[src/rtl/na_ctrl_pkg.sv]
// Shared definitions for the nucleic-acid reactor chip sequencer:
// state encoding, valve-vector layout, per-step open masks, pump phases.
package na_ctrl_pkg;

  typedef enum logic [3:0] {
    ST_IDLE       = 4'd0,
    ST_LOAD_BEADS = 4'd1,
    ST_LOAD_CELLS = 4'd2,
    ST_LYSIS      = 4'd3,
    ST_MIX        = 4'd4,
    ST_CAPTURE    = 4'd5,
    ST_WASH       = 4'd6,
    ST_ELUTE      = 4'd7,
    ST_SETTLE     = 4'd8,
    ST_ABORT      = 4'd9,
    ST_DONE       = 4'd10
  } state_e;

  // Bit positions of the ten valve air lines inside a valve vector.
  localparam int unsigned V_LYSIS      = 0;
  localparam int unsigned V_WASH       = 1;
  localparam int unsigned V_ELUTE      = 2;
  localparam int unsigned V_HORIZ      = 3;
  localparam int unsigned V_VERTICAL   = 4;
  localparam int unsigned V_LOOP_EXIT  = 5;
  localparam int unsigned V_BEAD_VTL   = 6;
  localparam int unsigned V_BEAD_TRAP  = 7;
  localparam int unsigned V_COLLECTION = 8;
  localparam int unsigned V_WASTE      = 9;
  localparam int unsigned NUM_VALVES   = 10;

  typedef logic [NUM_VALVES-1:0] valve_vec_t;

  // Open masks: a 1 marks a valve that is vented (open) during the step.
  localparam valve_vec_t OPEN_LOAD_BEADS = valve_vec_t'(
    (1 << V_BEAD_VTL) | (1 << V_BEAD_TRAP) | (1 << V_WASTE));
  localparam valve_vec_t OPEN_LOAD_CELLS = valve_vec_t'(
    (1 << V_HORIZ) | (1 << V_VERTICAL));
  localparam valve_vec_t OPEN_LYSIS = valve_vec_t'(
    (1 << V_LYSIS) | (1 << V_VERTICAL));
  localparam valve_vec_t OPEN_MIX = '0;
  localparam valve_vec_t OPEN_CAPTURE = valve_vec_t'(
    (1 << V_LOOP_EXIT) | (1 << V_BEAD_TRAP) | (1 << V_WASTE));
  localparam valve_vec_t OPEN_WASH = valve_vec_t'(
    (1 << V_WASH) | (1 << V_VERTICAL) | (1 << V_LOOP_EXIT) |
    (1 << V_BEAD_TRAP) | (1 << V_WASTE));
  localparam valve_vec_t OPEN_ELUTE = valve_vec_t'(
    (1 << V_ELUTE) | (1 << V_VERTICAL) | (1 << V_LOOP_EXIT) |
    (1 << V_BEAD_TRAP) | (1 << V_COLLECTION));

  // Forward {pump1,pump2,pump3} phases; entry 0 is the rightmost field.
  localparam logic [5:0][2:0] PUMP_TABLE = {
    3'b010, 3'b110, 3'b100, 3'b101, 3'b001, 3'b011
  };

  function automatic valve_vec_t open_mask(input state_e s);
    case (s)
      ST_LOAD_BEADS: open_mask = OPEN_LOAD_BEADS;
      ST_LOAD_CELLS: open_mask = OPEN_LOAD_CELLS;
      ST_LYSIS:      open_mask = OPEN_LYSIS;
      ST_MIX:        open_mask = OPEN_MIX;
      ST_CAPTURE:    open_mask = OPEN_CAPTURE;
      ST_WASH:       open_mask = OPEN_WASH;
      ST_ELUTE:      open_mask = OPEN_ELUTE;
      default:       open_mask = '0;
    endcase
  endfunction

  function automatic logic is_pumped(input state_e s);
    is_pumped = (s == ST_LYSIS) || (s == ST_MIX) ||
                (s == ST_CAPTURE) || (s == ST_ELUTE);
  endfunction

  // Protocol order; the step after ELUTE is the DONE handshake.
  function automatic state_e next_step(input state_e s);
    case (s)
      ST_LOAD_BEADS: next_step = ST_LOAD_CELLS;
      ST_LOAD_CELLS: next_step = ST_LYSIS;
      ST_LYSIS:      next_step = ST_MIX;
      ST_MIX:        next_step = ST_CAPTURE;
      ST_CAPTURE:    next_step = ST_WASH;
      ST_WASH:       next_step = ST_ELUTE;
      ST_ELUTE:      next_step = ST_DONE;
      default:       next_step = ST_IDLE;
    endcase
  endfunction

  // Reverse direction walks the same table backwards, starting at 010.
  function automatic logic [2:0] pump_pattern(input logic [2:0] phase,
                                              input logic dir);
    logic [2:0] idx;
    idx = dir ? (3'd5 - phase) : phase;
    pump_pattern = PUMP_TABLE[idx];
  endfunction

endpackage

[src/rtl/peristaltic_phase_gen.sv]
// Three-phase peristaltic pump pattern generator. The enable input is the
// next-cycle enable, so the first phase appears on the same edge the
// sequencer enters a pumped step.
module peristaltic_phase_gen
  import na_ctrl_pkg::*;
#(
  parameter int unsigned PUMP_DIV = 1000
) (
  input  logic       clk,
  input  logic       rst_n,
  input  logic       enable_i,
  input  logic       dir_i,
  output logic [2:0] pump_o,
  output logic       cycle_done_o
);

  localparam int unsigned DIV_W = (PUMP_DIV > 1) ? $clog2(PUMP_DIV) : 1;
  localparam logic [DIV_W-1:0] DIV_LAST = DIV_W'(PUMP_DIV - 1);

  logic             active_q, active_d;
  logic [2:0]       phase_q, phase_d;
  logic [DIV_W-1:0] div_q, div_d;
  logic [2:0]       pump_q, pump_d;

  // Phase advance: restart at phase 0 on a fresh enable, step every PUMP_DIV.
  always_comb begin
    active_d = enable_i;
    phase_d  = phase_q;
    div_d    = div_q;
    pump_d   = pump_q;
    if (!enable_i) begin
      phase_d = '0;
      div_d   = '0;
      pump_d  = '1;
    end else if (!active_q) begin
      phase_d = '0;
      div_d   = '0;
      pump_d  = pump_pattern(3'd0, dir_i);
    end else if (div_q == DIV_LAST) begin
      div_d   = '0;
      phase_d = (phase_q == 3'd5) ? 3'd0 : (phase_q + 3'd1);
      pump_d  = pump_pattern(phase_d, dir_i);
    end else begin
      div_d = div_q + DIV_W'(1);
    end
  end

  // Pattern state registers; pump lines idle closed.
  always_ff @(posedge clk or negedge rst_n) begin
    if (!rst_n) begin
      active_q <= 1'b0;
      phase_q  <= '0;
      div_q    <= '0;
      pump_q   <= '1;
    end else begin
      active_q <= active_d;
      phase_q  <= phase_d;
      div_q    <= div_d;
      pump_q   <= pump_d;
    end
  end

  assign pump_o       = pump_q;
  // Marks the last clock of a full six-phase cycle.
  assign cycle_done_o = active_q && (phase_q == 3'd5) && (div_q == DIV_LAST);

endmodule

[src/rtl/na_chip_sequencer.sv]
// Protocol sequencer for the 10-lane nucleic-acid reactor chip: walks
// LOAD_BEADS..ELUTE with break-before-make SETTLE gaps and drives the
// valve and pump air lines (1 = pressurised = closed).
module na_chip_sequencer
  import na_ctrl_pkg::*;
#(
  parameter int unsigned PUMP_DIV     = 1000,
  parameter int unsigned SETTLE_TICKS = 500,
  parameter int unsigned LOAD_TICKS   = 20000
) (
  input  logic       clk,
  input  logic       rst_n,
  input  logic       start,
  input  logic       abort,
  input  logic       pump_rev,
  input  logic [7:0] mix_cycles,
  output logic       busy,
  output logic       done,
  output logic       aborted,
  output logic [3:0] step,
  output logic       lysis_ctl,
  output logic       wash_ctl,
  output logic       elute_ctl,
  output logic       horiz_ctl,
  output logic       vertical_ctl,
  output logic       loop_exit_ctl,
  output logic       bead_vtl_ctl,
  output logic       bead_trap_ctl,
  output logic       collection_ctl,
  output logic       waste_ctl,
  output logic       pump1,
  output logic       pump2,
  output logic       pump3
);

  localparam int unsigned MAX_A     = (PUMP_DIV > SETTLE_TICKS) ? PUMP_DIV : SETTLE_TICKS;
  localparam int unsigned MAX_TICKS = (MAX_A > LOAD_TICKS) ? MAX_A : LOAD_TICKS;
  localparam int unsigned TICK_W    = $clog2(MAX_TICKS) + 1;

  localparam logic [TICK_W-1:0] LOAD_LAST   = TICK_W'(LOAD_TICKS - 1);
  localparam logic [TICK_W-1:0] SETTLE_LAST = TICK_W'(SETTLE_TICKS - 1);
  localparam logic [TICK_W-1:0] SETTLE_END  = TICK_W'(SETTLE_TICKS);

  state_e            state_q, state_d;
  state_e            next_q, next_d;
  logic [TICK_W-1:0] tick_q, tick_d;
  logic [7:0]        cyc_q, cyc_d;
  logic [7:0]        mix_q, mix_d;
  logic              rev_q, rev_d;
  logic              aborted_d;
  valve_vec_t        valves_q;
  logic              busy_q, done_q, aborted_q;

  logic              busy_state;
  logic              pump_en;
  logic              pump_cycle_done;
  logic [2:0]        pump_w;

  assign busy_state = (state_q != ST_IDLE) && (state_q != ST_ABORT) &&
                      (state_q != ST_DONE);

  // Next-state logic. A pumped step with mix_cycles=0 is replaced by an
  // extra SETTLE interval so every step keeps its break-before-make gap.
  always_comb begin
    state_d   = state_q;
    next_d    = next_q;
    tick_d    = tick_q;
    cyc_d     = cyc_q;
    mix_d     = mix_q;
    rev_d     = rev_q;
    aborted_d = 1'b0;

    case (state_q)
      ST_IDLE: begin
        if (start) begin
          mix_d   = mix_cycles;
          rev_d   = pump_rev;
          state_d = ST_LOAD_BEADS;
          tick_d  = '0;
          cyc_d   = '0;
        end
      end

      ST_LOAD_BEADS, ST_LOAD_CELLS, ST_WASH: begin
        if (tick_q == LOAD_LAST) begin
          state_d = ST_SETTLE;
          next_d  = next_step(state_q);
          tick_d  = '0;
        end else begin
          tick_d = tick_q + TICK_W'(1);
        end
      end

      ST_LYSIS, ST_MIX, ST_CAPTURE, ST_ELUTE: begin
        if (pump_cycle_done) begin
          if (cyc_q == (mix_q - 8'd1)) begin
            state_d = ST_SETTLE;
            next_d  = next_step(state_q);
            tick_d  = '0;
            cyc_d   = '0;
          end else begin
            cyc_d = cyc_q + 8'd1;
          end
        end
      end

      ST_SETTLE: begin
        if (tick_q == SETTLE_LAST) begin
          tick_d = '0;
          cyc_d  = '0;
          if (is_pumped(next_q) && (mix_q == 8'd0)) begin
            next_d = next_step(next_q);
          end else begin
            state_d = next_q;
          end
        end else begin
          tick_d = tick_q + TICK_W'(1);
        end
      end

      ST_ABORT: begin
        if (tick_q == SETTLE_END) begin
          state_d = ST_IDLE;
          tick_d  = '0;
        end else begin
          tick_d = tick_q + TICK_W'(1);
          if (tick_q == SETTLE_LAST) begin
            aborted_d = 1'b1;
          end
        end
      end

      ST_DONE: begin
        state_d = ST_IDLE;
      end

      default: begin
        state_d = ST_IDLE;
      end
    endcase

    if (abort && busy_state) begin
      state_d = ST_ABORT;
      tick_d  = '0;
      cyc_d   = '0;
    end
  end

  assign pump_en = is_pumped(state_d);

  // State, counters and registered outputs, all derived from the next state.
  always_ff @(posedge clk or negedge rst_n) begin
    if (!rst_n) begin
      state_q   <= ST_IDLE;
      next_q    <= ST_IDLE;
      tick_q    <= '0;
      cyc_q     <= '0;
      mix_q     <= '0;
      rev_q     <= 1'b0;
      valves_q  <= '1;
      busy_q    <= 1'b0;
      done_q    <= 1'b0;
      aborted_q <= 1'b0;
    end else begin
      state_q   <= state_d;
      next_q    <= next_d;
      tick_q    <= tick_d;
      cyc_q     <= cyc_d;
      mix_q     <= mix_d;
      rev_q     <= rev_d;
      valves_q  <= ~open_mask(state_d);
      busy_q    <= (state_d != ST_IDLE);
      done_q    <= (state_d == ST_DONE);
      aborted_q <= aborted_d;
    end
  end

  peristaltic_phase_gen #(
    .PUMP_DIV(PUMP_DIV)
  ) u_pump (
    .clk          (clk),
    .rst_n        (rst_n),
    .enable_i     (pump_en),
    .dir_i        (rev_q),
    .pump_o       (pump_w),
    .cycle_done_o (pump_cycle_done)
  );

  assign busy           = busy_q;
  assign done           = done_q;
  assign aborted        = aborted_q;
  assign step           = state_q;
  assign lysis_ctl      = valves_q[V_LYSIS];
  assign wash_ctl       = valves_q[V_WASH];
  assign elute_ctl      = valves_q[V_ELUTE];
  assign horiz_ctl      = valves_q[V_HORIZ];
  assign vertical_ctl   = valves_q[V_VERTICAL];
  assign loop_exit_ctl  = valves_q[V_LOOP_EXIT];
  assign bead_vtl_ctl   = valves_q[V_BEAD_VTL];
  assign bead_trap_ctl  = valves_q[V_BEAD_TRAP];
  assign collection_ctl = valves_q[V_COLLECTION];
  assign waste_ctl      = valves_q[V_WASTE];
  assign pump1          = pump_w[2];
  assign pump2          = pump_w[1];
  assign pump3          = pump_w[0];

endmodule

[config.mk]
export PLATFORM = sky130hd
export DESIGN_NAME = na_chip_sequencer
export DESIGN_NICKNAME = d
export VERILOG_FILES = /design/src/rtl/na_ctrl_pkg.sv /design/src/rtl/peristaltic_phase_gen.sv /design/src/rtl/na_chip_sequencer.sv
export SDC_FILE = /design/constraint.sdc
export NUM_CORES = 1
export LEC_CHECK = 0
export ABC_AREA = 1
export CAP_MARGIN = 20
export CORE_UTILIZATION = 50
export CTS_CLUSTER_SIZE = 30
export DETAILED_ROUTE_END_ITERATION = 10
export PLACE_DENSITY_LB_ADDON = 0.1
export SETUP_SLACK_MARGIN = 0.05
export SLEW_MARGIN = 20
export SYNTH_ARGS = -nofsm -noshare
export SYNTH_HDL_FRONTEND = slang
export SYNTH_SLANG_ARGS = --single-unit
[constraint.sdc]
create_clock -name clk -period 2.1 [get_ports clk]
set_input_delay 0.21 -clock clk [delete_from_list [all_inputs] [get_ports clk]]
set_output_delay 0.21 -clock clk [all_outputs]
set_load 0.05 [all_outputs]
==> impl_metrics.py, run 1 <==
metrics = {
    "outcome": {
        "status": "finished, violations left",
        "violations": "negative setup slack",
    },
    "clock_tree": {
        "clock_path_buffers": 2,
        "cts_made_buffers": 9,
        "clk_latency_ps": 360,
        "cts_tree": "built",
        "cts.clk_slew.worst_paths_ps": 80,
        "cts_sinks": 70,
        "htreeDepth": 3,
        "clockRootBuffer": "clkbuf_8",
    },
    "place": {
        "portBuffers": 32,
        "dp_hpwl_mm": 7.383,
        "place_area_mm2": 0.005179,
        "dpl_worst_slack_ps": -185.0,
        "place_congestion": 0.8898,
    },
    "power_and_ir_drop": {
        "irDropWorstVdd_mv": 0.3659,
        "clockPowerShare_pct": 44.7,
        "leakagePower_uw": 0.002921,
        "pwr-share-comb_pct": 2.1,
        "power_uw": 2534,
        "power_density_mw_per_mm2": 425.6,
        "internal_power_uw": 1928,
        "p_seq_share_pct": 53.2,
        "p_switching_uw": 605.7,
        "p_sw_share_pct": 23.90,
    },
    "cells_and_area": {
        "nNetsFinal": 709,
        "layout-drive-gt1-share_pct": 36.78,
        "syn_to_final_growth_pct": 45.55,
        "nFillCells": 559,
        "antenna_cells": 0,
        "final_area_mm2": 0.005953,
        "finalCoreUtilization_pct": 76.25,
    },
    "timing": {
        "tightest_slew_ps": 516.1,
        "maxSlewHeadroom_pct": 65.49,
        "maxSlewViolCount": 0,
        "hold_slack_ps": 392.9,
        "finalHoldViolCount": 0,
        "finalSetupViolCount": 37,
        "rsz0062_at_grt": "yes",
        "skew_ps": 6.890,
        "fin_ws_ps": -242.5,
        "finalCriticalPeriod_ps": 2342,
        "timing.fmax_mhz": 426.9,
        "fin_crit_sh_pct": 111.5,
    },
    "floorplanning": {
        "pin_count": 33,
        "die_area_mm2": 0.008546,
        "die_w_um": 92.45,
        "start_util_pct": 52.39,
        "core_mm2": 0.007807,
        "die_h_um": 92.45,
        "std_cell_rows": 32,
    },
    "detailed_routing": {
        "antenna_violating_nets_post_route": 0,
        "dr.pass1.iters": 5,
        "vias_per_cell": 5.081,
        "drc_errors": 0,
        "vias": 4055,
        "wl_mm": 10.67,
        "wl_per_cell_um": 13.36,
        "drtIter0Drc": 253,
    },
    "logic_synthesis": {
        "synth_cell_type_count": 47,
        "synthesis.area_mm2": 0.004090,
        "synth_enable_flop_cells": 0,
        "syn_area_per_cell_um2": 7.505,
        "synthCells": 545,
        "async_flop_share_pct": 100.0,
        "synth_seq_area_share_pct": 43.19,
        "ys.flop_type": "dfrtp_1",
        "syn_nets": 563,
        "ys_ff_latch": 70,
        "ys.warnings.count": 0,
    },
    "grt": {
        "antenna_found_initial": 0,
        "grt_pass1_wl_mm": 17.68,
        "grt_max_degree": 71,
        "grt_usage_pct": 26.23,
        "grt_overflow": 0,
        "grt_pass1_vias": 3901,
    },
    "min_path": {
        "hp-class": "in2async",
    },
    "setup_path": {
        "critPathBufInv": 3,
        "arrival_ps": 2590,
        "slowest_stage": "dfrtp_1",
        "required_ps": 2340,
        "cp-start-kind": "register",
        "slowest_delay_ps": 370,
        "path_cells": "inv_2 > ha_4 > inv_2 > nand2_1 > nand2_1 > nor2_1 > nand4_1 > nor2_2 > nand3_2 > nand2_2 > nand2_4 > a21oi_4 > nand3_2 > nand2_4 > nand2_8 > nand3_4 > buf_12 > nor2_4",
        "worstSetupPathType": "reg2reg",
        "path_delay_family": "simple AND/OR/NAND/NOR gates",
        "end_kind": "register",
        "crit_fanout": 5,
    },
    "flow_run": {
        "maxCapViolCount": 0,
    },
}
-- placed cells by master (no fill, tap or decap), types with 5 or more instances in the layout --
master / Yosys / routed
a21oi_1: 30 / 28
buf_4: 1 / 90
buf_6: 2 / 14
clkbuf_8: 0 / 9
clkdlybuf4s50_1: 0 / 31
dfrtp_1: 58 / 52
dfrtp_2: 0 / 6
dfstp_2: 12 / 12
inv_1: 78 / 66
inv_2: 8 / 20
nand2_1: 116 / 104
nand2_2: 11 / 15
nand2_4: 2 / 9
nand3_1: 26 / 22
nand3_2: 3 / 5
nand4_1: 18 / 18
nor2_1: 71 / 59
nor2_2: 17 / 11
nor2_4: 2 / 20
nor3_1: 21 / 13
nor3_2: 1 / 8
o21ai_0: 20 / 6
o21ai_1: 1 / 10
o21ai_2: 0 / 5
xor2_1: 9 / 9
-- worst reg2reg max path: cells and delay by family (launching register included) --
kind,cells,cell delay (ps)
DFF,1,370
buffers and inverters,3,250
adders and majority gates,1,260
AOI/OAI and AO/OA,1,200
and+or+nand+nor,13,1150
-- state kept, by name (all words and copies together), names as in the netlist, 3 cells and up --
register	count
valves_q	9
step	4
mix_q	8
cyc_q	8
u_pump.div_q	10
u_pump.pump_o	3
tick_q	16
next_q	4
u_pump.phase_q	3
-- final timing paths --
check / startpoint / end / slack [ps] / cells past startpoint
min in group clk: mix_cycles[2] / mix_q[2] / 420 / 3
max in group asynchronous: rst_n / u_pump.pump_o[1] / 1360 / 3
min reg2reg: u_pump.pump_o[1] / u_pump.pump_o[1] / 510 / 2
min: rst_n / mix_q[3] / 390 / 3
max reg2reg: mix_q[1] / u_pump.div_q[8] / -240 / 18
max: mix_q[1] / u_pump.div_q[8] / -240 / 18
-- power by group through the flow --
stage	logic [uW]	clock network [uW]	registers [uW]
6_report	53.1	1130	1350
4_1_cts	55.7	1150	1350
2_1_floorplan	0.124	0	1370
3_5_place_dp	53.8	0	1370
5_1_grt	59.9	1210	1350
3_3_place_gp	53.1	0	1370
-- area by class of cell --
class / instances / area (um^2) / area share (%)
inverter: 89 / 341.6 / 5.738
tap: 102 / 127.6 / 2.144
multi-input combinational: 381 / 2286 / 38.40
clock buffer: 10 / 127.6 / 2.144
sequential: 70 / 1774 / 29.80
clock inverter: 6 / 70.07 / 1.177
timing repair buffer: 140 / 1226 / 20.60
-- metrics by stage --
step / TNS [ps] / instances
2_1_floorplan: -717.6 / 545
3_3_place_gp: -1572 / 759
3_5_place_dp: -3847 / 759
4_1_cts: -3034 / 789
5_1_grt: -13090 / 798
6_report: -4818 / 798
-- synthesized netlist by cell type (2+ instances only) --
library cell | n | area [um^2]
ha_1 | 5 | 62.56
nand2_4 | 2 | 22.52
nor2_4 | 2 | 22.52
o22ai_1 | 3 | 18.77
xor2_1 | 9 | 78.83
mux2_2 | 3 | 33.78
nor2_1 | 71 | 266.5
o21a_1 | 2 | 15.01
a21oi_1 | 30 | 150.1
inv_2 | 8 | 30.03
dfrtp_1 | 58 | 1451
nand2_2 | 11 | 68.82
nor2_2 | 17 | 106.4
buf_6 | 2 | 22.52
xnor2_1 | 2 | 17.52
a32oi_1 | 2 | 17.52
o21ai_0 | 20 | 100.1
nand3_1 | 26 | 130.1
nor3_1 | 21 | 105.1
nand3_2 | 3 | 30.03
nand4_1 | 18 | 112.6
inv_1 | 78 | 292.8
dfstp_2 | 12 | 315.3
clkinv_2 | 2 | 10.01
nand2_1 | 116 | 435.4
-- metal layers --
metal | track usage (%) | share of wire (%)
met5 | 0 | 0
met4 | 7.682 | 1.9
met1 | 34.69 | 45
met2 | 43.77 | 49
met3 | 4.844 | 4.2
-- timing repair --
action                     in CTS  in global routing
buffers inserted               13                 10
cloned                          1                  0
setup endpoints to repair      45                 58
gates resized for setup        54                 64
hold endpoints to repair       58                  0
pin swaps                      13                 10
hold buffers                    1                  0
-- logic make-up after synthesis --
kind of cell,synth area share (%)
AND/OR/NAND/NOR,33.25
buffers and inverters,9.177
flip-flops,43.19
AO/OA/AOI/OAI,9.667
XOR/XNOR,2.356
adder cells (fa/ha/maj),1.530
multiplexers,0.8259
(Power assumes the default switching activity.)
==> run 2: changes to the inputs <==
- GPL_ROUTABILITY_DRIVEN: default -> 0
==> results of run 2 <==
Final layout, timing and power as in run 1 (identical DEF).
==> run 3: changes to the inputs <==
- PLACE_DENSITY: default -> 0.82
- PLACE_DENSITY_LB_ADDON: 0.1 -> default
==> run 3 against run 2 <==
The flow still finishes with violations (negative setup slack); critical path type unchanged; setup slack lost 170 ps; critical path depth is 1 higher; highest routed layer unchanged; combinational power grew 3%.
==> impl_metrics.py, run 3 (synthesis gave the netlist of run 1 again) <==
metrics = {
    "timing": {
        "fin_ws_ps": -414.4,
        "skew_ps": 11.44,
        "timing.fmax_mhz": 397.7,
        "finalSetupTns_ps": -15350,
        "finalSetupViolCount": 57,
        "rsz0062_at_grt": "yes",
        "maxSlewViolCount": 0,
        "finalCriticalPeriod_ps": 2514,
        "maxSlewHeadroom_pct": 59.11,
        "tightest_slew_ps": 613.4,
        "fin_crit_sh_pct": 119.7,
        "finalHoldViolCount": 0,
    },
    "power_and_ir_drop": {
        "p_switching_uw": 575.3,
        "leakagePower_uw": 0.002851,
        "irDropWorstVdd_mv": 0.2507,
        "p_seq_share_pct": 52.0,
        "p_sw_share_pct": 22.18,
        "pwr-share-comb_pct": 2.1,
        "clockPowerShare_pct": 45.9,
        "power_density_mw_per_mm2": 436.0,
        "internal_power_uw": 2018,
    },
    "cells_and_area": {
        "nNetsFinal": 693,
        "reg_top3": "tick_q x16, u_pump.div_q x10, valves_q x9",
        "antenna_cells": 0,
        "largest_reg_flops": 16,
        "largest_register": "tick_q",
        "syn_to_final_growth_pct": 45.43,
        "final_area_mm2": 0.005948,
        "final_cell_mix": "nand2_1 (98), buf_4 (70), inv_1 (67)",
        "layout_commonest_cell": "nand2_1",
        "layout-drive-gt1-share_pct": 38.82,
    },
    "setup_path": {
        "critPathBufInv": 6,
        "setup.worst_path.end": "u_pump.div_q[5]",
        "slowest_delay_ps": 380,
        "reg2reg_slack_ps": -410,
        "path_delay_family": "simple AND/OR/NAND/NOR gates",
        "regToRegStartpoint": "mix_q[1]",
        "required_ps": 2350,
        "arrival_ps": 2760,
        "slowest_stage": "dfrtp_1",
        "cp-start-kind": "register",
        "path_cells": "inv_2 > ha_4 > inv_2 > nand2_1 > nand2_1 > nor2_1 > nand4_1 > nor2_2 > buf_4 > nand4_1 > nand2_1 > inv_2 > nand4_1 > clkinv_2 > nand2_4 > nand2_4 > nand3_4 > buf_12 > nor2_2",
        "crit_fanout": 9,
        "crit_start": "mix_q[1]",
        "reg2reg_to": "u_pump.div_q[5]",
        "cp.depth": 19,
        "end_kind": "register",
        "worstRegToRegCells": 19,
        "worstSetupPathType": "reg2reg",
    },
    "place": {
        "dp_hpwl_mm": 7.609,
        "place_area_mm2": 0.005029,
        "portBuffers": 32,
        "dpl_worst_slack_ps": -187.6,
    },
    "outcome": {
        "status": "finished, violations left",
        "violations": "negative setup slack",
    },
    "grt": {
        "grt_usage_pct": 27.17,
        "grt_max_degree": 30,
        "met2_usage_pct": 46.42,
        "grt_pass1_vias": 4102,
        "grt.busiest_layer": "met2",
        "met3_usage_pct": 5.993,
        "grt_pass1_wl_mm": 18.06,
        "grt_overflow": 0,
        "grt_util_met1_pct": 30.79,
        "antenna_found_initial": 0,
    },
    "clock_tree": {
        "clk_latency_ps": 360,
        "cts_made_buffers": 9,
        "clock_path_buffers": 2,
        "clockRootBuffer": "clkbuf_8",
        "cts.clk_slew.worst_paths_ps": 70,
        "htreeDepth": 3,
        "cts_sinks": 70,
        "cts_tree": "built",
    },
    "detailed_routing": {
        "antenna_violating_nets_post_route": 0,
        "wl_per_cell_um": 16.61,
        "wl_mm": 12.99,
        "drc_errors": 0,
        "vias_per_cell": 5.606,
        "dr.pass1.iters": 6,
        "vias": 4384,
        "drtIter0Drc": 339,
    },
    "flow_run": {
        "maxCapViolCount": 0,
    },
    "floorplanning": {
        "die_w_um": 92.45,
        "die_area_mm2": 0.008546,
        "std_cell_rows": 32,
        "pin_count": 33,
        "die_h_um": 92.45,
        "core_mm2": 0.007807,
        "start_util_pct": 52.39,
    },
    "min_path": {
        "hp-class": "in2async",
    },
}
[run 3: cell count changes in the layout (fill, tap and decap cells not counted), moves of 3 or more]
cell       before  now
buf_4          90   70
nor2_2         11   28
nor2_4         20    9
a21oi_1        28   20
a21oi_2         3   11
nand2_1       104   98
nand2_2        15   21
nor2_1         59   53
buf_6          14   19
o21ai_1        10    5
nand3_1        22   18
clkbuf_16       0    3
inv_2          20   17
o21ai_2         5    8
[run 3: routing by layer]
layer | share of wire [%] | wire (um)
met5 | 0 | 0
met4 | 6.3 | 814
met3 | 5.6 | 731
met2 | 50 | 6524
met1 | 38 | 4916
[run 3: through the flow]
stage          std cells  util, %  hold slack, ps  power (uW)
2_1_floorplan        545        -          -85.59        1374
3_3_place_gp         739    64.41           248.4        1428
3_5_place_dp         739    64.41           259.4        1429
4_1_cts              768    70.00           422.4        2597
5_1_grt              782    76.19           467.3        2672
6_report             782    76.19           396.1        2593
[run 3: power groups by stage]
stage / clock, uW / combinational [uW] / sequential, uW
2_1_floorplan: 0 / 0.124 / 1370
3_3_place_gp: 0 / 54.2 / 1370
3_5_place_dp: 0 / 55.5 / 1370
4_1_cts: 1190 / 57.1 / 1350
5_1_grt: 1260 / 62.2 / 1350
6_report: 1190 / 54.9 / 1350
[run 3: how the worst min path moves through the flow]
stage | from | end | slack, ps | cells after the start
2_1_floorplan | rst_n | aborted | -90 | 0
3_3_place_gp | rst_n | cyc_q[5] | 250 | 1
3_5_place_dp | rst_n | cyc_q[5] | 260 | 1
4_1_cts | rst_n | cyc_q[5] | 420 | 2
5_1_grt | rst_n | cyc_q[5] | 470 | 2
6_report | rst_n | cyc_q[6] | 400 | 2
[run 3: cell type report]
| type | count | area (um^2) |
|---|---|---|
| multi-input cells | 381 | 2369 |
| repair buffers | 124 | 1105 |
| clock inverters | 3 | 21.27 |
| fillers | 490 | 1859 |
| flip-flops and latches | 70 | 1774 |
| inverters | 89 | 349.1 |
| clock buffers | 13 | 202.7 |
| well taps | 102 | 127.6 |
[run 3: what timing repair did]
action                                  4_1_cts  5_1_grt
endpoints found under the setup margin       44       58
pin swaps                                     8       24
gates resized for setup                      36      108
buffers inserted                             12       17
endpoints found under the hold margin        24        0
hold buffers                                  1        0
==> edit 1: new RTL, settings of run 2 <==
Change the parameter `LOAD_TICKS` from 20000 to 5000.
--- a/src/rtl/na_chip_sequencer.sv
+++ b/src/rtl/na_chip_sequencer.sv
@@ -6,7 +6,7 @@
 #(
   parameter int unsigned PUMP_DIV     = 1000,
   parameter int unsigned SETTLE_TICKS = 500,
-  parameter int unsigned LOAD_TICKS   = 20000
+  parameter int unsigned LOAD_TICKS   = 5000
 ) (
   input  logic       clk,
   input  logic       rst_n,
Behaviour: no difference found for any inputs over 10 cycles, from zero or initial values and one cycle with rst_n low; that may be too few to reach the edited logic, so the function may still have changed.
==> edit 1 against run 2 <==
Highest routed layer unchanged; critical path depth unchanged; wire length decreased by 1.7%; via count down 3.4%; area after synthesis decreased by 4.4%; critical path type unchanged; hold slack worse by 0.0040 ns; setup slack better by 0.018 ns; non-clock buffer count shrank 12; the flow still finishes with violations (negative setup slack); design area is 0.71% lower; cell count fell by 4.0%; largest cell class unchanged; sequential cell count is 2 lower.
Power is not compared: it rests on default switching activity, and its combinational part moved more than twofold at a synthesized area within 25%.
==> edit 1: results (changes against run 2) <==
Failing checks: negative setup slack
Router iterations before antenna repair: 4 (-1)
Total instance count after detailed placement: 730 (-3.8%)
Commonest cells in the synthesized netlist: nand2_1 (135), inv_1 (83), nor2_1 (63)
Iteration-0 DRC count of the detailed router: 181 (-28%)
Static Leakage: 2.87 nW
Average vias per placed instance: 5.11 (+0.61%)
Number of setup buffers added after CTS: 9 (-4)
Reg-to-reg endpoint: u_pump.phase_q[2]
Antenna violations before repair: 0 (unchanged)
Unique cell type count in the Yosys netlist: 42 (-11%)
Setup violations, final: 40 (+8.1%)
CP Capture Point: u_pump.phase_q[2]
CP arrival: 2.57 ns (-0.02 ns)
Final setup slack of the worst path: -0.224 ns (+0.0182 ns)
Detailed-route wire length per cell: 13.7 um (+2.4%)
Worst Hold Class: primary input to asynchronous set/reset pin
Maximum cell stage delay along the critical path: 0.41 ns (+0.04 ns)
Share of final-layout standard cells stronger than drive strength 1: 39.0% (+2.2 points)
Tot GR Track Use: 26.1% (-0.14 points)
Number of port buffers: 32 (unchanged)
Cells taking the most area after synthesis: dfrtp_1 (36%), nand2_1 (13%), dfstp_2 (8.1%), inv_1 (8.0%), nor2_1 (6.0%)
Register area share after synthesis: 43.9% (+0.70 points)
Global-route wire length before repair: 17100 um (-3.2%)
CP bufs+invs: 2 (-1)
Result of the run: finished, violations left
Worst rel slew slack: 66.0% (+0.53 points)
Number of global-route vias before repair: 3819 (-2.1%)
Cells after synthesis: 526 (-3.5%)
Largest clock skew in the final design: 0.0122 ns (+0.00528 ns)
Count of filler cells inserted in the layout: 489 (-13%)
Placed wire-length estimate after detailed placement: 6910 um (-6.4%)
Most common flop cell mapped by yosys: dfrtp_1
Final-layout worst hold slack: 0.389 ns (-0.00404 ns)
Mapped Nets: 544 (-3.4%)
Post-route insts no fill: 766 (-4.0%)
Largest net degree at the start of global routing: 69 (-2.8%)
Layout Nets: 680 (-4.1%)
Largest registers: tick_q (14), u_pump.div_q (10), valves_q (9)
[edit 1: cell types whose count changed after synthesis, moves of 5 or more]
cell	run 2	this run
a21oi_1	30	9
inv_1	78	83
nand2_1	116	135
nand2_2	11	5
nand3_1	26	32
nand4_1	18	12
nor2_1	71	63
nor2_2	17	2
o21ai_0	20	30
[edit 1: kinds of logic after synthesis]
family                     after synthesis  share of synthesized area [%]
adders and majority gates                5                           1.60
muxes                                    1                          0.288
DFF                                     68                           43.9
buffers and inverters                   94                           9.21
AOI/OAI and AO/OA                       54                           8.16
xor gates and xnor gates                14                           3.13
and+or+nand+nor                        290                           33.7
[edit 1: metrics by stage]
stage                     utilization [%]  TNS, ns  worst slack [ns]  instance area (um2)
after floorplan                         -        0            0.0189                 3940
after global placement               66.8    -3.91            -0.218                 4950
after detailed placement             66.8    -8.18            -0.353                 4950
after CTS                            75.0    -5.65            -0.199                 5560
after global routing                 79.8   -12.45            -0.384                 5910
final                                79.8    -5.55            -0.224                 5910
[edit 1: routing by layer]
| metal | routed length (um) | GRT usage, % |
|---|---|---|
| met2 | 5340 | 44.5 |
| met5 | 0 | 0 |
| met1 | 4570 | 32.8 |
| met3 | 373 | 4.80 |
| met4 | 207 | 9.95 |
[edit 1: cell type report]
class	count	share of cell area, %
Inverter	89	5.82
Multi-Input combinational cell	366	39.4
Sequential cell	68	29.1
Tap cell	99	2.10
Clock inverter	6	2.29
Timing Repair Buffer	128	18.9
Clock buffer	10	2.33
[edit 1: power by group through the flow]
stage	combinational [W]	clock, W	sequential (W)
after floorplan	0.0000488	0	0.00135
after global placement	0.000126	0	0.00135
after global routing	0.000170	0.00153	0.00134
after detailed placement	0.000129	0	0.00136
after CTS	0.000135	0.00148	0.00133
final	0.000152	0.00145	0.00133
==> edit 2: new RTL, config.mk and constraints of run 2 <==
Without the edit above. Add an input register stage for `start`, `abort`, `pump_rev` and `mix_cycles`, with the module's reset; this delays them by one clock. Comments in the files are not updated.
--- a/src/rtl/na_chip_sequencer.sv
+++ b/src/rtl/na_chip_sequencer.sv
@@ -41,6 +41,25 @@
   localparam logic [TICK_W-1:0] SETTLE_LAST = TICK_W'(SETTLE_TICKS - 1);
   localparam logic [TICK_W-1:0] SETTLE_END  = TICK_W'(SETTLE_TICKS);
 
+  logic start_q;
+  logic abort_q;
+  logic pump_rev_q;
+  logic [7:0] mix_cycles_q;
+
+  always_ff @(posedge clk or negedge rst_n) begin
+    if (!rst_n) begin
+      start_q      <= '0;
+      abort_q      <= '0;
+      pump_rev_q   <= '0;
+      mix_cycles_q <= '0;
+    end else begin
+      start_q      <= start;
+      abort_q      <= abort;
+      pump_rev_q   <= pump_rev;
+      mix_cycles_q <= mix_cycles;
+    end
+  end
+
   state_e            state_q, state_d;
   state_e            next_q, next_d;
   logic [TICK_W-1:0] tick_q, tick_d;
@@ -72,9 +91,9 @@
 
     case (state_q)
       ST_IDLE: begin
-        if (start) begin
-          mix_d   = mix_cycles;
-          rev_d   = pump_rev;
+        if (start_q) begin
+          mix_d   = mix_cycles_q;
+          rev_d   = pump_rev_q;
           state_d = ST_LOAD_BEADS;
           tick_d  = '0;
           cyc_d   = '0;
@@ -139,7 +158,7 @@
       end
     endcase
 
-    if (abort && busy_state) begin
+    if (abort_q && busy_state) begin
       state_d = ST_ABORT;
       tick_d  = '0;
       cyc_d   = '0;
Behaviour: not the same (Yosys sat finds a counterexample within 4 cycles, from zero or initial values and one cycle with rst_n low).
==> edit 2 against run 2 <==
Highest routed layer unchanged; wire length rose by 11%; area after synthesis rose by 5.2%; via count is 4.5% higher; synthesized cell count rose by 0.18%; cell count rose by 0.38%; core utilization fell by 0.31 points; design area grew 5.3%; setup slack worse by 0.039 ns; die area increased by 5.1%; sequential cell count grew 11; the flow still finishes with violations (negative setup slack).
Power is not compared: it rests on default switching activity, and its combinational part moved more than twofold at a synthesized area within 25%.
==> edit 2: results (changes against run 2) <==
Tot GR Track Use: 26.2% (about the same)
Maximum cell stage delay along the critical path: 0.43 ns (+0.06 ns)
Transition time of the tightest slew-check pin: 0.833 ns (+0.317 ns)
Synth warnings: 0 (unchanged)
Mapped Nets: 564 (+0.18%)
Largest net degree at the start of global routing: 67 (-5.6%)
Register area share after synthesis: 47.5% (+4.3 points)
Antenna violations before repair: 0 (unchanged)
Library cell used as clock root buffer: clkbuf_8
Most common flop cell mapped by yosys: dfrtp_1
Slowest cell on the critical path: dfrtp_2
Clock latency reported for the late side of the worst-skew pair: 0.36 ns (about the same)
Setup violations, final: 49 (+32%)
Layout Nets: 709 (unchanged)
Critical path's top delay family: simple AND/OR/NAND/NOR gates
Result of the run: finished, violations left
Number of CTS-inserted buffers: 9 (unchanged)
Diode count: 0 (unchanged)
Worst vdd ir: 0.475 mV
Detailed-route wire length per cell: 14.7 um (+10%)
Router iterations before antenna repair: 5 (unchanged)
Maximum fanout count along the critical path: 6 (+1)
Number of global-route vias before repair: 4097 (+5.0%)
CP arrival: 2.67 ns (+0.08 ns)
Count of filler cells inserted in the layout: 593 (+6.1%)
Number of port buffers: 32 (unchanged)
FFs w/ async S/R, synth: 100% (unchanged)
Failing checks: negative setup slack
Placed wire-length estimate after detailed placement: 7650 um (+3.6%)
Global-route wire length before repair: 18100 um (+2.6%)
Commonest cells in the synthesized netlist: nand2_1 (112), nor2_1 (72), dfrtp_1 (69)
Final setup slack of the worst path: -0.282 ns (-0.0394 ns)
Largest registers: tick_q (16), u_pump.div_q (10), valves_q (9)
Worst Hold Class: primary input to register
Clock edge transition at the registers on the reported setup and hold paths: 0.09 ns
Static Leakage: 2.80 nW
Final-layout worst hold slack: 0.277 ns (-0.116 ns)
Unique cell type count in the Yosys netlist: 38 (-19%)
Average vias per placed instance: 5.29 (+4.1%)
Cells taking the most area after synthesis: dfrtp_1 (40%), nand2_1 (9.8%), dfstp_2 (7.3%), nor2_1 (6.3%), inv_1 (5.7%)
Largest clock skew in the final design: 0.0146 ns (+0.00770 ns)
Share of final-layout standard cells stronger than drive strength 1: 37.2% (+0.43 points)
CTS HTree Levels: 3 (unchanged)
Iteration-0 DRC count of the detailed router: 280 (+11%)
[edit 2: worst paths after layout]
check	cells past startpoint	end	startpoint
max	16	u_pump.div_q[9]	step[3]
min	1	mix_cycles_q[3]	mix_cycles[3]
max reg2reg	16	u_pump.div_q[9]	step[3]
min reg2reg	1	rev_q	pump_rev_q
max in group asynchronous	3	u_pump.div_q[0]	rst_n
min in group asynchronous	2	cyc_q[2]	rst_n
[edit 2: cell families after synthesis]
kind of cell | after synthesis | synth area share (%)
AND/OR/NAND/NOR | 290 | 30.5
buffers and inverters | 84 | 7.79
flip-flops | 81 | 47.5
AO/OA/AOI/OAI | 68 | 8.96
XOR/XNOR | 15 | 3.05
adder cells (fa/ha/maj) | 5 | 1.45
multiplexers | 3 | 0.785
[edit 2: layout make-up]
class | count | area [um2] | area share, %
flip-flops and latches | 81 | 2050 | 32.6
clock buffers | 12 | 135 | 2.15
inverters | 79 | 307 | 4.89
multi-input cells | 381 | 2350 | 37.5
repair buffers | 139 | 1220 | 19.5
clock inverters | 4 | 77.6 | 1.24
well taps | 105 | 131 | 2.09
[edit 2: where the power goes]
part | leakage [nW] | switching [W] | internal, W
clock | 0.105 | 0.000572 | 0.000676
combinational | 1.68 | 0.00202 | 0.00150
sequential | 1.02 | 0.000190 | 0.00179
[edit 2: per-layer routing]
layer / GRT usage [%] / up-vias / wire length, um
li1: - / 2063 / -
met1: 33.8 / 2018 / 5070
met2: 43.8 / 131 / 5980
met3: 3.54 / 27 / 497
met4: 11.6 / 0 / 248
met5: 0 / - / 0
[edit 2: what timing repair did]
item | 4_1_cts | 5_1_grt
cloned | 1 | 1
endpoints found under the hold margin | 52 | 0
setup buffers | 14 | 10
endpoints found under the setup margin | 56 | 59
pin swaps | 29 | 29
gates resized for setup | 74 | 59
hold buffers | 1 | 0
[edit 2: stage by stage]
stage	total power, W	area (um2)	setup TNS (ns)	cells	setup slack [ns]
floorplan	0.00356	4330	-1.49	546	-0.113
global placement	0.00464	5400	-3.94	762	-0.179
detailed placement	0.00471	5400	-6.20	762	-0.273
CTS	0.00640	5970	-3.48	792	-0.158
global route	0.00713	6270	-16.69	801	-0.436
finish	0.00676	6270	-8.40	801	-0.282
